`src/rtl/decled_enc.sv`:
```
// decled_enc: LED/switch pattern to 4-bit code encoder (reverse LED decode).
// Syncs and debounces an active-low pattern, reports each new one once.
// Ports: clk, rst (async high), pat_n[7:0] in; code_o[3:0], err_o,
//   valid_o, busy_o out; ready_i in; err_cnt_o[7:0] out (optional).
// Optional: define DECLED_ENC_ERRCNT_EN for a saturating error counter.
module decled_enc #(
    parameter int STABLE_CYCLES = 16
) (
    input  logic       clk,
    input  logic       rst,
    input  logic [7:0] pat_n,
    output logic [3:0] code_o,
    output logic       err_o,
    output logic       valid_o,
    input  logic       ready_i,
`ifdef DECLED_ENC_ERRCNT_EN
    output logic [7:0] err_cnt_o,
`endif
    output logic       busy_o
);

    localparam int CW = $clog2(STABLE_CYCLES);
    localparam logic [CW-1:0] CMAX = CW'(STABLE_CYCLES - 1);

    typedef enum logic [1:0] {
        SETTLE  = 2'd0,
        PRESENT = 2'd1,
        HOLD    = 2'd2
    } state_t;

    state_t        state;
    logic [7:0]    s1;
    logic [7:0]    s2;
    logic [7:0]    cand;
    logic [7:0]    last;
    logic [CW-1:0] cnt;
    logic          have_last;

    // {err, code}
    function automatic logic [4:0] lookup(input logic [7:0] p);
        logic [4:0] r;
        r = 5'h10;
        unique case (p)
            8'hFF: r = 5'h00;
            8'hFE: r = 5'h01;
            8'hFC: r = 5'h02;
            8'hF9: r = 5'h03;
            8'hF3: r = 5'h04;
            8'hE7: r = 5'h05;
            8'hCF: r = 5'h06;
            8'h9F: r = 5'h07;
            8'h3F: r = 5'h08;
            8'h7F: r = 5'h09;
            8'h55: r = 5'h0A;
            8'h54: r = 5'h0B;
            8'h53: r = 5'h0C;
            8'h52: r = 5'h0D;
            8'h51: r = 5'h0E;
            8'h50: r = 5'h0F;
            default: r = 5'h10;
        endcase
        return r;
    endfunction

    always_ff @(posedge clk or posedge rst) begin
        if (rst) begin
            state     <= SETTLE;
            s1        <= 8'hFF;
            s2        <= 8'hFF;
            cand      <= 8'hFF;
            last      <= 8'hFF;
            cnt       <= '0;
            have_last <= 1'b0;
            code_o    <= 4'h0;
            err_o     <= 1'b0;
            valid_o   <= 1'b0;
            busy_o    <= 1'b1;
`ifdef DECLED_ENC_ERRCNT_EN
            err_cnt_o <= 8'h00;
`endif
        end else begin
            s1 <= pat_n;
            s2 <= s1;
            unique case (state)
                SETTLE: begin
                    if (s2 != cand) begin
                        cand <= s2;
                        cnt  <= '0;
                    end else if (cnt != CMAX) begin
                        cnt <= cnt + CW'(1);
                    end else if (have_last && cand == last) begin
                        // settled back on what was last reported
                        state  <= HOLD;
                        busy_o <= 1'b0;
                    end else begin
                        {err_o, code_o} <= lookup(cand);
                        valid_o <= 1'b1;
                        busy_o  <= 1'b0;
                        state   <= PRESENT;
                    end
                end
                PRESENT: begin
                    if (ready_i) begin
                        last      <= cand;
                        have_last <= 1'b1;
                        valid_o   <= 1'b0;
                        state     <= HOLD;
`ifdef DECLED_ENC_ERRCNT_EN
                        if (err_o && err_cnt_o != 8'hFF)
                            err_cnt_o <= err_cnt_o + 8'd1;
`endif
                    end
                end
                HOLD: begin
                    if (s2 != last) begin
                        cand   <= s2;
                        cnt    <= '0;
                        busy_o <= 1'b1;
                        state  <= SETTLE;
                    end
                end
                default: begin
                    state  <= SETTLE;
                    busy_o <= 1'b1;
                end
            endcase
        end
    end

endmodule

```
`config.mk`:
```
export PLATFORM = sky130hd
export DESIGN_NAME = decled_enc
export DESIGN_NICKNAME = d
export VERILOG_FILES = /design/src/rtl/decled_enc.sv
export SDC_FILE = /design/constraint.sdc
export NUM_CORES = 1
export LEC_CHECK = 0
export BUFFER_PORTS_ARGS = -buffer_cell sky130_fd_sc_hd__buf_2
export CAP_MARGIN = 20
export CORE_ASPECT_RATIO = 0.5
export CORE_UTILIZATION = 63
export DETAILED_ROUTE_END_ITERATION = 6
export PLACE_DENSITY = 0.87
export RECOVER_POWER = 100
export SLEW_MARGIN = 20
export SYNTH_ARGS = -nofsm -noshare
export SYNTH_HDL_FRONTEND = slang
export SYNTH_SLANG_ARGS = --single-unit
```
`constraint.sdc`:
```
create_clock -name clk -period 4.5 [get_ports clk]
set_input_delay 0.45 -clock clk [delete_from_list [all_inputs] [get_ports clk]]
set_output_delay 0.45 -clock clk [all_outputs]
set_load 0.01 [all_outputs]
```
**After elaboration in Yosys (flattened, before gate mapping)**

Index checks and enable logic that the tools add are counted.

- Bits in read-only memories: 0
- Bits in writable memories: 0
- Bits in registers: 46
- Latch bits: 0
- Memories kept: 0
- Logic and storage cells: 79
- Input port bits: 11
- Output and inout port bits: 7

- Multiplexer cells: 23
- Reduce and logical (&&, ||, !) cells: 11
- $add $sub $neg: 1
- Multipliers: 0
- Div/mod/pow operators: 0
- Bitwise gates (word level): 4
- Equal/unequal tests: 29
- $lt $le $gt $ge: 0
- Shifts and indexed selects: 0

Operators with widths:

| kind | count |
|---|---|
| one-hot mux 5 bit (16 select lines) | 1 |
| equality test 8 bit (second input constant) | 8 |
| equality test 8 x 7 -> 1 bit (second input constant) | 7 |
| two-way mux 8 bit | 2 |
| != test 8 bit | 2 |
| one-hot mux 8 bit (2 select lines) | 1 |
| two-way mux 4 bit | 3 |
| != test 2 bit (second input constant) | 6 |
| AND reduction 4 bit | 3 |
| two-way mux 2 bit | 5 |
| equality test 8 x 6 -> 1 bit (second input constant) | 1 |
| equality test 8 bit | 1 |
| one-hot mux 4 bit (2 select lines) | 1 |
| two-way mux 1 bit | 7 |
| one-hot mux 2 bit (3 select lines) | 1 |
| AND reduction 3 bit | 2 |
| AND reduction 5 bit | 1 |
| adder 4 x 1 -> 4 bit (second input constant) | 1 |
| != test 4 bit (second input constant) | 1 |
| NOT 1 bit | 4 |
| nonzero test 2 bit | 2 |
| != test 3 bit (second input constant) | 1 |
| one-hot mux 1 bit (3 select lines) | 1 |
| equality test 2 x 1 -> 1 bit (second input constant) | 1 |
| other kinds (5) | 5 |

**Longest topological paths before layout**

- Word-level depth: 6
- Mapped depth: 7

**Least setup slack after synthesis**

OpenSTA, ideal clock, no wires.

- Path kind: reg2reg
- Start point: register cand[3]
- End point: register code_o[0]
- Setup slack: 2.329 ns
- Stages on the path, launching flop included: 7
- Data arrival time: 2.046 ns
- Clock period less this slack: 2.171 ns
- Path through: dfstp_2 -> clkbuf_1 -> xnor2_1 -> nand2_1 -> or3_4 -> nor4b_4 -> mux2_2

- Word-level cells in the longest chain between the ends: 4
- Elaborated cells on any way between the ends: 23

Ends and longest elaborated chain:

| element | RTL line | RTL |
|---|---|---|
| start: declaration | 34 | `logic [7:0] cand;` |
| start signal: assignment | 70 | `cand <= 8'hFF;` |
| start signal: assignment | 87 | `cand <= s2;` |
| start signal: assignment | 116 | `cand <= s2;` |
| parallel branches: the longest is 4 deep, another holds one-hot mux 5 bit (16 select lines) | - |  |
| end signal: assignment | 96 | `{err_o, code_o} <= lookup(cand);` |
| end: declaration | 12 | `output logic [3:0] code_o,` |

Several ways; the timed one is not identified.
A chain may end at the register's enable or synchronous reset.

**Worst setup path in the final report**

- Start point: register cand[2]
- End point: register code_o[0]

The elaborated chain is that of the path after synthesis.

==> out/metrics.yaml <==
floorplan:
  ioPinCount: 18
  start_util: 0.706
  rows: 14
  die_x_um: 86.7
  dieArea_um2: 3850
  die_height_um: 44.4
  core_region_area_um2: 3210
clock_network:
  cts_resized: 0
  cts_sinks: 46
  h-tree-depth: 2
  clkSlewWorstSetupHoldPaths_ps: 90
  numCtsBuffers: 5
  clock_path_buffers: 2
  cts_root_buffer: "clkbuf_8"
  cts-hold-fix-buffers: 0
  post_cts_buffers: 0
  cts_tree: "built"
  clkLatencyLatePin_ps: 290
worst_hold_path:
  hold_path_depth: 1
  min-delay-start: "pat_n[1]"
  hp-class: "in -> reg"
global_routing:
  grt_pass1_wl_mm: 6.96
  antenna_found_initial: 0
  track_usage: 0.251
  grt-ovfl-total: 0
  grt_max_degree: 47
  first_global_vias: 1441
setup_path:
  cp_data_required_time_ps: 4680
  r2r_start: "cand[2]"
  crit_path_start: "cand[2]"
  rr_worst_depth: 5
  cp.arrival_ps: 3360
  critPathMaxFanout: 11
  crit_type: "reg -> reg"
  crit_path_start_kind: "flop"
  crit_path_end_kind: "flop"
placed_design:
  place.gp.congestion: 0.940
  dp_worst_setup_slack_ps: 2110
  placed_cells: 250
  postPlaceCellArea_um2: 2340
  hpwlAfterDp_mm: 2.77
  io_buffers: 17
power:
  peakVddDrop_mv: 0.385
  p_clk_frac: 0.162
  intPower_uw: 997
  p_seq_frac: 0.481
  powerDensity_nw_per_um2: 663
  p_sw_frac: 0.373
  p_leak_uw: 0.000925
  power_frac_comb: 0.358
  netSwitchingPower_uw: 593
drt:
  antenna_left: 0
  drc: 0
  first_pass_iters: 4
  drtIter0Drc: 85
  vias: 1498
  vias_per_cell: 5.81
  wl_per_cell_um: 16.1
  routed_wl_mm: 4.16
timing:
  final-hold-violation-count: 0
  setup_viol: 0
  slew-limit-headroom: -0.532
  worst_slack_ps: 1320
  fmax_mhz: 315
  final_period_minus_worst_setup_slack_ps: 3180
  rsz0062_at_grt: "false"
  slew_viol_final: 47
  finalClockSkew_ps: 8.59
  tightest_slew_ps: 2300
  finalSetupTns_ps: 0
  timing.final.crit_share: 0.706
yosys:
  yosys.area.top_type: "dfstp_2"
  synth_common_cells: "dfstp_2 (33), xnor2_1 (26), nand2_1 (19)"
  ys_async_sr_fraction: 1.00
  ys_ff_latch: 46
  syn_area_um2: 2260
  yosysSeqAreaShare: 0.527
  netlist_instances: 195
  synth_cell_types: 42
  synthesis.nets: 207
  yosys_warnings: 0
  synth_edf_count: 0
  synth_ff_type: "dfstp_2"
  synth.avg_cell_area_um2: 11.6
  synth_area_leaders: "dfstp_2 (38%), dfrtp_1 (14%), xnor2_1 (10%)"
  yosysMostFrequentCell: "dfstp_2"
  netlist.area_leader.share: 0.383
final_layout:
  nets: 221
  drive_gt1_frac: 0.319
  layout.cells.non_filler: 258
  diodes: 0
  syn2layout_area_growth_pct: 5.97
  regArea_um2: 1190
  multi_input_area_um2: 950
  fillers: 207
  fin_area_um2: 2400
outcome:
  failed_checks: "max-capacitance violations, max-slew violations"
  status: "finished with violations"
flow_run:
  drv_cap: 1
==> worst max-delay path, stage by stage, from the launching register on <==
cell     delay [ps]
dfstp_1         770
xnor2_1         160
nand4_1         160
or3_1           500
nor4b_1        1050
mux2_2          430
==> sequential cells by signal, summed over array words and instances (netlist names), 2 cells and up <==
signal and flops:
s1 8, code_o 4, state 2, s2 8, cnt 4, last 8
cand 8
==> per-layer routing <==
metal | global-route usage | part of all wire | vias up
met1 | 0.338 | 0.45 | 748
li1 | - | - | 705
met5 | 0 | 0 | -
met3 | 0.0690 | 0.064 | 2
met4 | 0.0433 | 0.0024 | 0
met2 | 0.427 | 0.48 | 43
==> cell type report <==
type,instances,area share
Timing Repair Buffer,18,0.0339
Multi-Input combinational cell,132,0.396
Clock buffer,7,0.0360
Inverter,6,0.00939
Sequential cell,46,0.497
Clock inverter,1,0.00209
Tap cell,48,0.0251
==> power by group through the flow <==
stage                     logic [uW]  registers [uW]  clock network, uW
final                            569             765                257
after global routing             621             785                275
after CTS                        578             765                258
after detailed placement         568             765                  0
after global placement           552             753                  0
after floorplan                  603             646                  0
==> final timing paths <==
check	endpoint	slack [ps]
min	s1[1]	250
min reg2reg	s2[2]	360
max	code_o[0]	1320
min in group asynchronous	code_o[0]	980
max in group asynchronous	cnt[1]	2210
max reg2reg	code_o[0]	1320
==> cell usage in the layout (no fill, tap or decap), drive strengths merged, types with 6 or more instances in the layout <==
master	netlist	routed
nand2	19	19
xnor2	26	26
mux2	18	18
clkbuf	5	14
o21ai	6	6
dfstp	33	33
nor2	6	6
nand3	6	6
dfrtp	13	13
buf	6	11
==> metrics by stage <==
step | total power, uW | hold WS, ps | utilization
after detailed placement | 1330 | 347 | 0.731
final | 1590 | 248 | 0.748
after global routing | 1680 | 234 | 0.748
after CTS | 1600 | 246 | 0.760
after global placement | 1300 | 346 | 0.731
after floorplan | 1250 | 345 | -
==> logic make-up after synthesis <==
family          Yosys count  share of synthesized area
buf+inv                  17                     0.0409
mux                      20                     0.0984
fa+ha+maj                 1                    0.00553
compound gates           24                     0.0752
flops                    46                      0.527
xor+xnor                 27                      0.105
simple gates             60                      0.148
No activity file was read; power rests on OpenSTA's default activity.
